File: src/rtl/syntax_rr_arbiter_if.sv
// syntax_rr_arbiter_if: requester-side and downstream valid/ready bundle for syntax_rr_arbiter.
// The slave modport is the arbiter's view; master is the environment's view.
interface syntax_rr_arbiter_if #(
   parameter int NUM_REQ = 4,
   parameter int WIDTH   = 8
);
   localparam int SW = NUM_REQ > 1 ? $clog2(NUM_REQ) : 1;
   logic [NUM_REQ-1:0]       req_valid;
   logic [NUM_REQ-1:0]       req_ready;
   logic [NUM_REQ*WIDTH-1:0] req_data;
   logic                     out_valid;
   logic                     out_ready;
   logic [WIDTH-1:0]         out_data;
   logic [SW-1:0]            out_src;
   modport slave  (input  req_valid, req_data, out_ready, output req_ready, out_valid, out_data, out_src);
   modport master (output req_valid, req_data, out_ready, input  req_ready, out_valid, out_data, out_src);
endinterface

File: src/rtl/syntax_rr_arbiter.sv
// syntax_rr_arbiter: round-robin NUM_REQ-to-1 arbiter with a one-entry output register and stall watchdog.
// Define SYNTAX_ARB_STATS_EN to add saturating per-requester grant counters on o_grant_cnt.
module syntax_rr_arbiter #(
   parameter int NUM_REQ = 4,
   parameter int WIDTH   = 8,
   parameter int TIMEOUT = 16,
   parameter int CNT_W   = 8
) (
   input  logic               i_clk,
   input  logic               i_rst_n,
   syntax_rr_arbiter_if.slave bus,
   output logic               o_busy,
   output logic               o_timeout_err
`ifdef SYNTAX_ARB_STATS_EN
   ,
   output logic [NUM_REQ*CNT_W-1:0] o_grant_cnt
`endif
);
   localparam int SW = NUM_REQ > 1 ? $clog2(NUM_REQ) : 1;
   localparam int TW = TIMEOUT > 1 ? $clog2(TIMEOUT) : 1;
   typedef enum logic {IDLE, XFER} state_t;
   state_t             r_state, w_next;
   logic [SW-1:0]      r_ptr, r_src, w_win;
   logic [WIDTH-1:0]   r_data;
   logic [TW-1:0]      r_cnt;
   logic               r_terr, w_found, w_can_load, w_accept, w_stall, w_abort;
   logic [NUM_REQ-1:0] w_grant;
   always_comb begin
      w_found = 1'b0;
      w_win   = r_ptr;
      for (int k = 1; k <= NUM_REQ; k++) begin
         if (!w_found && bus.req_valid[(int'(r_ptr) + k) % NUM_REQ]) begin
            w_found = 1'b1;
            w_win   = SW'((int'(r_ptr) + k) % NUM_REQ);
         end
      end
   end
   // no grant in the cycle the watchdog pulse is shown
   assign w_can_load = (r_state == IDLE) || (bus.out_ready && r_state == XFER);
   assign w_grant    = (w_found && w_can_load && !r_terr && i_rst_n) ? NUM_REQ'(1) << w_win : '0;
   assign w_accept   = |w_grant;
   assign w_stall    = (r_state == XFER) && !bus.out_ready;
   assign w_abort    = (TIMEOUT > 0) && w_stall && (r_cnt == TW'(TIMEOUT - 1));
   always_comb begin
      w_next = r_state;
      if (w_accept) w_next = XFER;
      else if (w_abort || (r_state == XFER && bus.out_ready)) w_next = IDLE;
   end
   always_ff @(posedge i_clk or negedge i_rst_n)
      if (!i_rst_n) r_state <= IDLE;
      else r_state <= w_next;
   always_ff @(posedge i_clk or negedge i_rst_n)
      if (!i_rst_n) begin
         r_ptr  <= SW'(NUM_REQ - 1);
         r_src  <= '0;
         r_data <= '0;
         r_cnt  <= '0;
         r_terr <= 1'b0;
      end else begin
         r_terr <= w_abort;
         r_cnt  <= (TIMEOUT > 0 && w_stall && !w_abort) ? r_cnt + 1'b1 : '0;
         if (w_accept) begin
            r_ptr  <= w_win;
            r_src  <= w_win;
            r_data <= bus.req_data[w_win*WIDTH +: WIDTH];
         end
      end
   assign bus.req_ready  = w_grant;
   assign bus.out_valid  = (r_state == XFER);
   assign bus.out_data   = r_data;
   assign bus.out_src    = r_src;
   assign o_busy         = (r_state != IDLE);
   assign o_timeout_err  = r_terr;
`ifdef SYNTAX_ARB_STATS_EN
   logic [NUM_REQ*CNT_W-1:0] r_gcnt;
   always_ff @(posedge i_clk or negedge i_rst_n)
      if (!i_rst_n) r_gcnt <= '0;
      else
         for (int i = 0; i < NUM_REQ; i++)
            if (w_grant[i] && !(&r_gcnt[i*CNT_W +: CNT_W]))
               r_gcnt[i*CNT_W +: CNT_W] <= r_gcnt[i*CNT_W +: CNT_W] + 1'b1;
   assign o_grant_cnt = r_gcnt;
`endif
endmodule

File: src/flat_wrapper.sv
// flat-port wrapper written by rule: the top's interface ports become plain ports
module syntax_rr_arbiter_flat 
#(
   parameter int NUM_REQ = 4,
   parameter int WIDTH   = 8,
   parameter int TIMEOUT = 16,
   parameter int CNT_W   = 8
)
  (i_clk, i_rst_n, o_busy, o_timeout_err, bus_req_valid, bus_req_data, bus_out_ready, bus_req_ready, bus_out_valid, bus_out_data, bus_out_src);
  syntax_rr_arbiter_if #(.NUM_REQ(NUM_REQ), .WIDTH(WIDTH)) bus_i ();
  input  logic i_clk;
  input  logic i_rst_n;
  output logic o_busy;
  output logic o_timeout_err;
  input wire logic [$bits(bus_i.req_valid)-1:0] bus_req_valid;
  input wire logic [$bits(bus_i.req_data)-1:0] bus_req_data;
  input wire logic [$bits(bus_i.out_ready)-1:0] bus_out_ready;
  output wire logic [$bits(bus_i.req_ready)-1:0] bus_req_ready;
  output wire logic [$bits(bus_i.out_valid)-1:0] bus_out_valid;
  output wire logic [$bits(bus_i.out_data)-1:0] bus_out_data;
  output wire logic [$bits(bus_i.out_src)-1:0] bus_out_src;
  assign bus_i.req_valid = bus_req_valid;
  assign bus_i.req_data = bus_req_data;
  assign bus_i.out_ready = bus_out_ready;
  assign bus_req_ready = bus_i.req_ready;
  assign bus_out_valid = bus_i.out_valid;
  assign bus_out_data = bus_i.out_data;
  assign bus_out_src = bus_i.out_src;
  syntax_rr_arbiter #(.NUM_REQ(NUM_REQ), .WIDTH(WIDTH), .TIMEOUT(TIMEOUT), .CNT_W(CNT_W)) u_core (.i_clk(i_clk), .i_rst_n(i_rst_n), .bus(bus_i), .o_busy(o_busy), .o_timeout_err(o_timeout_err));
endmodule
File: config.mk
export PLATFORM = sky130hd
export DESIGN_NAME = syntax_rr_arbiter_flat
export DESIGN_NICKNAME = d
export VERILOG_FILES = /design/src/rtl/syntax_rr_arbiter_if.sv /design/src/rtl/syntax_rr_arbiter.sv /design/src/flat_wrapper.sv
export SDC_FILE = /design/constraint.sdc
export NUM_CORES = 1
export LEC_CHECK = 0
export CAP_MARGIN = 20
export CORE_AREA = 5 5 61 63
export CTS_CLUSTER_SIZE = 20
export DETAILED_ROUTE_END_ITERATION = 7
export DIE_AREA = 0 0 66 68
export HOLD_SLACK_MARGIN = 0.05
export PLACE_DENSITY = 0.85
export SLEW_MARGIN = 25
export SYNTH_ARGS = -nofsm -noshare
export SYNTH_HDL_FRONTEND = slang
export SYNTH_SLANG_ARGS = --single-unit
File: constraint.sdc
create_clock -name i_clk -period 2.6 [get_ports i_clk]
set_input_delay 0.39 -clock i_clk [delete_from_list [all_inputs] [get_ports i_clk]]
set_output_delay 0.39 -clock i_clk [all_outputs]
set_load 0.005 [all_outputs]
### Word-level counts from Yosys, hierarchy flattened

Cells that the tools add are included.

| word-level totals | value |
|---|---|
| word-level logic and storage cells | 71 |
| bits in read-only memories | 0 |
| latch bits | 0 |
| RAM bits | 0 |
| output and inout bits | 17 |
| bits in registers | 18 |
| memories kept | 0 |
| input port bits | 39 |

| operators by class | value |
|---|---|
| equality and inequality tests | 1 |
| reductions and logical operators | 24 |
| bitwise operators | 5 |
| mux-type cells | 24 |
| div/mod/pow operators | 0 |
| multipliers | 0 |
| magnitude comparators | 4 |
| shift-type cells | 2 |
| add/sub/neg operators | 5 |

Operator list:

| cell | count |
|---|---|
| $shiftx A32 B6 Y8 | 1 |
| $lt A3 B4 Y1 const B | 4 |
| $mux W1 | 14 |
| $logic_and A1 B1 Y1 | 10 |
| $bmux W1 S2 | 4 |
| $mux W2 | 4 |
| $mux W4 | 2 |
| $reduce_or A2 Y1 | 4 |
| $logic_not A1 Y1 | 6 |
| $add A2 B1 Y2 const B | 2 |
| $add A2 B2 Y2 const B | 2 |
| $add A4 B1 Y4 const B | 1 |
| $and A1 B1 Y1 const A | 4 |
| $eq A4 B4 Y1 const B | 1 |
| $reduce_or A4 Y1 | 1 |
| $shl A1 B2 Y4 const A | 1 |
| $logic_or A1 B1 Y1 | 2 |
| $reduce_bool A2 Y1 | 1 |
| $not A1 Y1 | 1 |

### Depth between registers and ports, before layout

| logic depth | value |
|---|---|
| word-level depth | 22 |
| mapped depth | 7 |
| mapped depth without buffers | 5 |

### Worst setup path before layout

Ideal clock, no wire load.

| path | value |
|---|---|
| path kind | register to output |
| from | register u_core.r_ptr[1] |
| to | output bus_req_ready[0] |
| buffers on the path | 2 |
| slack | 0.665 ns |
| arrival time | 1.545 ns |
| cell stages (with the launch flop) | 8 |
| required time | 2.210 ns |
| cells stage by stage | dfstp_2 nand2_1 and3_1 buf_2 nor3_4 buf_4 inv_1 nor2_1 |

| between the ends | value |
|---|---|
| cells in the longest elaborated chain, start to end | 18 |
| elaborated cells on any way between the ends | 35 |
| those cells by class | add/sub (4); shift (1); mux (21); reduce/logical (9) |

Ends and longest elaborated chain:

| element | RTL line | text |
|---|---|---|
| from (decl) | syntax_rr_arbiter.sv:23 | `logic [SW-1:0] r_ptr, r_src, w_win;` |
| from (signal assigned) | syntax_rr_arbiter.sv:54 | `r_ptr <= SW'(NUM_REQ - 1);` |
| from (signal assigned) | syntax_rr_arbiter.sv:63 | `r_ptr <= w_win;` |
| $add A2 B1 Y2 | syntax_rr_arbiter.sv:32, syntax_rr_arbiter.sv:34 |  |
| $bmux W1 S2 | syntax_rr_arbiter.sv:32 | `if (!w_found && bus.req_valid[(int'(r_ptr) + k) % NUM_REQ]) begin` |
| $mux W1 (not written as such) (2 in series) | syntax_rr_arbiter.sv:32 |  |
| $mux W1 | syntax_rr_arbiter.sv:32 |  |
| $logic_not A1 Y1 | syntax_rr_arbiter.sv:32 |  |
| $logic_and A1 B1 Y1 | syntax_rr_arbiter.sv:32 |  |
| $mux W1 | syntax_rr_arbiter.sv:32 |  |
| $logic_not A1 Y1 | syntax_rr_arbiter.sv:32 |  |
| $logic_and A1 B1 Y1 | syntax_rr_arbiter.sv:32 |  |
| $mux W1 | syntax_rr_arbiter.sv:32 |  |
| $logic_not A1 Y1 | syntax_rr_arbiter.sv:32 |  |
| $logic_and A1 B1 Y1 | syntax_rr_arbiter.sv:32 |  |
| $mux W1 | syntax_rr_arbiter.sv:32 |  |
| $logic_and A1 B1 Y1 (3 in series) | syntax_rr_arbiter.sv:40 | `assign w_grant = (w_found && w_can_load && !r_terr && i_rst_n) ? NUM_REQ'(1) << w_win : '0;` |
| $mux W4 * | syntax_rr_arbiter.sv:40 |  |
| to (decl) | flat_wrapper.sv:18 | `output wire logic [$bits(bus_i.req_ready)-1:0] bus_req_ready;` |

Every way passes the cells marked *; elsewhere a longest branch is shown, timed or not. The select of a mux whose other input is x is not followed.

### Final worst setup path

| path | value |
|---|---|
| from | input bus_req_valid[3] |
| to | output bus_req_ready[0] |

| between the ends | value |
|---|---|
| cells in the longest elaborated chain, start to end | 17 |
| elaborated cells on any way between the ends | 31 |
| those cells by class | shift (1); mux (21); reduce/logical (9) |

Ends and longest elaborated chain:

| element | RTL line | text |
|---|---|---|
| from (decl) | flat_wrapper.sv:15 | `input wire logic [$bits(bus_i.req_valid)-1:0] bus_req_valid;` |
| $bmux W1 S2 | syntax_rr_arbiter.sv:32 |  |
| $mux W1 (not written as such) (2 in series) | syntax_rr_arbiter.sv:32 |  |
| $mux W1 | syntax_rr_arbiter.sv:32 |  |
| $logic_not A1 Y1 | syntax_rr_arbiter.sv:32 |  |
| $logic_and A1 B1 Y1 | syntax_rr_arbiter.sv:32 |  |
| $mux W1 | syntax_rr_arbiter.sv:32 |  |
| $logic_not A1 Y1 | syntax_rr_arbiter.sv:32 |  |
| $logic_and A1 B1 Y1 | syntax_rr_arbiter.sv:32 |  |
| $mux W1 | syntax_rr_arbiter.sv:32 |  |
| $logic_not A1 Y1 | syntax_rr_arbiter.sv:32 |  |
| $logic_and A1 B1 Y1 | syntax_rr_arbiter.sv:32 |  |
| $mux W1 | syntax_rr_arbiter.sv:32 |  |
| $logic_and A1 B1 Y1 (3 in series) | syntax_rr_arbiter.sv:40 |  |
| $mux W4 * | syntax_rr_arbiter.sv:40 |  |

Marks and branches as above.

==> summary.txt <==
Slew margin rel. = 77.5%
Psw = 0.000493 W
EDFF count, synth = 0
Most frequent cells in the layout = clkdlybuf4s50_1, buf_4, dfrtp_1
Vias in the first global route = 1374
Syn Inst Count = 120
Power share of the clock group = 12.7%
WHS = 0.481 ns
Die span in y = 68 um
Detailed placer's ending HPWL = 3250 um
CP bufs+invs = 2
Routability cong. = 0.847
Max incr delay on CP = 0.57 ns
Final antenna-violating net count = 0
Num rows = 21
CP Class = in -> out
DR pass1 iterations = 4
Adder-Cell Fraction of Synth Area = 0.998%
CTS Buffer Depth = 2
Sequential cell fraction of total power = 31.2%
Simple-gate area share of the yosys netlist = 21.4%
DR vias/cell = 5.25
Final min period = 2.46 ns
Syn. warnings = 0
Post-synthesis mux area share = 6.39%
Fill count = 249
DIE AREA = 0.00449 sq mm
CP max FO = 3
Status = finished clean
CTS Root Cell = clkbuf_4
Synth async-reset ratio = 100%
CP required = 2.21 ns
Commonest non-fill, non-tap cell in the layout = clkdlybuf4s50_1
Cell family with most CP delay = simple AND/OR/NAND/NOR gates
Final setup viols = 0
Period Utilization, post-route = 94.6%
Max cap viols = 0
Synth Flop Type = dfrtp_1
Tot GR Track Use = 18.7%
Area contributors post-synth = dfrtp_1, o211ai_2, a21o_4, mux2i_1, o31ai_1
Die width = 66 um
Hold/Removal Path Class = reg -> reg
Avg Cell Area, Syn = 10.4 sq um
Synth top area share = 31.9%
Leading area contributor after synthesis = dfrtp_1
Area Growth Syn to Fin = 57.3%
Largest net degree at the start of global routing = 19
Clk_skew = 0.00433 ns
CP Launch Type = input port
Share of cells above drive strength 1 = 24.7%
Post-CTS Hold Buffers = 0
Seq/Total Area, Yosys = 36.1%
Initial Util = 39.4%
Clock transition at the registers of the reported paths = 0.10 ns
Syn nets = 160
Final instance area = 0.00197 sq mm
Routed length per instance = 16.6 um
Unrepaired setup endpoints after global routing = false
Internal Power = 0.000902 W
Worst-Skew Late Latency = 0.30 ns
Highest clock rate = 407 MHz
Clock sink count = 18
First-pass GRT wire length = 6350 um
PwrDens = 708 mW/mm^2
Reg-to-reg slack, setup = 0.63 ns
Main combinational cell family by area after synthesis = compound AO/OA/AOI/OAI gates
VDD IR max = 493 uV
#FFs+latches synth = 18
Dpl cell area = 0.00193 sq mm
Grt ovf = 0
Mapped Area = 0.00125 sq mm
Initial antenna violation count = 0
Via count = 1240
WL final = 3920 um
CP Capture Type = output port
Drt drc = 0
Gate power share = 56.1%
Number of port buffers = 55
Leak = 0.862 nW
Crit-path cells = clkdlybuf4s50_1 > or4_4 > and4b_4 > o31ai_4 > nor2_1 > dlygate4sd2_1
Post-synthesis compound-gate area fraction = 27.9%
Critical path's slowest cell = or4_4
Cts bufs inserted = 3
Starting DRT DRC Count = 121
H-Tree Depth = 1
Nets@finish = 231
XOR/XNOR share of the synthesized area = 1.40%
Placeable Area = 0.00318 sq mm
Critical Path AT = 2.07 ns
Hold Vio Cnt, Final = 0
Worst slew pin tran = 0.334 ns
CTS tree = yes
Antenna Cells = 0
Switching Share = 35.3%
# IOs = 56
Cell variety after synth = 35
Slew Limit Fails = 0
[area by class of cell]
type	count	area, sq um	share of cell area, %
repair buffers	74	686	34.8
clock buffers	4	36.3	1.84
inverters	2	7.51	0.381
flip-flops and latches	18	453	23.0
well taps	46	57.6	2.92
multi-input cells	92	732	37.1
[per-stage QoR]
stage / instances / TNS, ns / total power, W / utilization [%] / setup slack, ns
3_3_place_gp: 231 / -0.313 / 0.00118 / 60.8 / -0.156
3_5_place_dp: 231 / -0.471 / 0.00121 / 60.8 / -0.220
4_1_cts: 236 / 0 / 0.00140 / 62.0 / 0.151
2_1_floorplan: 120 / 0 / 0.000841 / - / 0.665
5_1_grt: 236 / 0 / 0.00149 / 62.0 / 0.0662
6_report: 236 / 0 / 0.00140 / 62.0 / 0.141
[Yosys cell counts (2+ instances only)]
cell,count
nor2_1,10
a21o_4,6
nand2_1,12
o21a_1,4
inv_1,2
nand4_1,8
a21o_1,3
dfstp_2,2
buf_4,2
nand3_1,3
o31ai_1,8
buf_2,3
nand2b_1,6
dfrtp_1,16
o211ai_2,8
mux2i_1,8
[sequential cells by signal, indices dropped and copies added, names as in the netlist]
| register | cells |
|---|---|
| u_core.r_cnt | 4 |
| u_core.bus.out_valid | 1 |
| u_core.r_ptr | 2 |
| u_core.o_timeout_err | 1 |
| u_core.bus.out_data | 8 |
| u_core.bus.out_src | 2 |
[power groups by stage]
stage / registers, W / clock network [W] / logic, W
2_1_floorplan: 0.000442 / 0 / 0.000399
3_3_place_gp: 0.000438 / 0 / 0.000745
3_5_place_dp: 0.000442 / 0 / 0.000771
4_1_cts: 0.000433 / 0.000180 / 0.000784
5_1_grt: 0.000448 / 0.000197 / 0.000845
6_report: 0.000435 / 0.000177 / 0.000782
[cells by family after synthesis]
logic type | after synthesis
compound gates | 34
xor+xnor | 2
fa+ha+maj | 1
buf+inv | 10
flops | 18
mux | 8
simple gates | 47
[path summary, 6_finish.rpt]
| check | from | endpoint | depth (start not counted) |
|---|---|---|---|
| max in group asynchronous | i_rst_n | u_core.r_ptr[1] | 3 |
| hold / removal | u_core.r_cnt[0] | u_core.r_cnt[0] | 1 |
| setup / recovery | bus_req_valid[3] | bus_req_ready[0] | 6 |
| setup reg to reg | u_core.r_ptr[0] | u_core.bus.out_data[2] | 8 |
| hold reg to reg | u_core.r_cnt[0] | u_core.r_cnt[0] | 1 |
| min in group asynchronous | i_rst_n | u_core.o_timeout_err | 3 |
[repair_timing]
action                     in CTS  in global routing
buffers inserted                1                  0
setup endpoints to repair       4                  0
resized for setup               8                  0
[layer usage]
layer  wire length, um  track usage, %  share of wire [%]
met3               211            3.45                5.4
met4               178            10.4                4.5
met5                 0               0                  0
met2              1970            32.7                 50
met1              1570            21.6                 40
(Power assumes the default switching activity.)
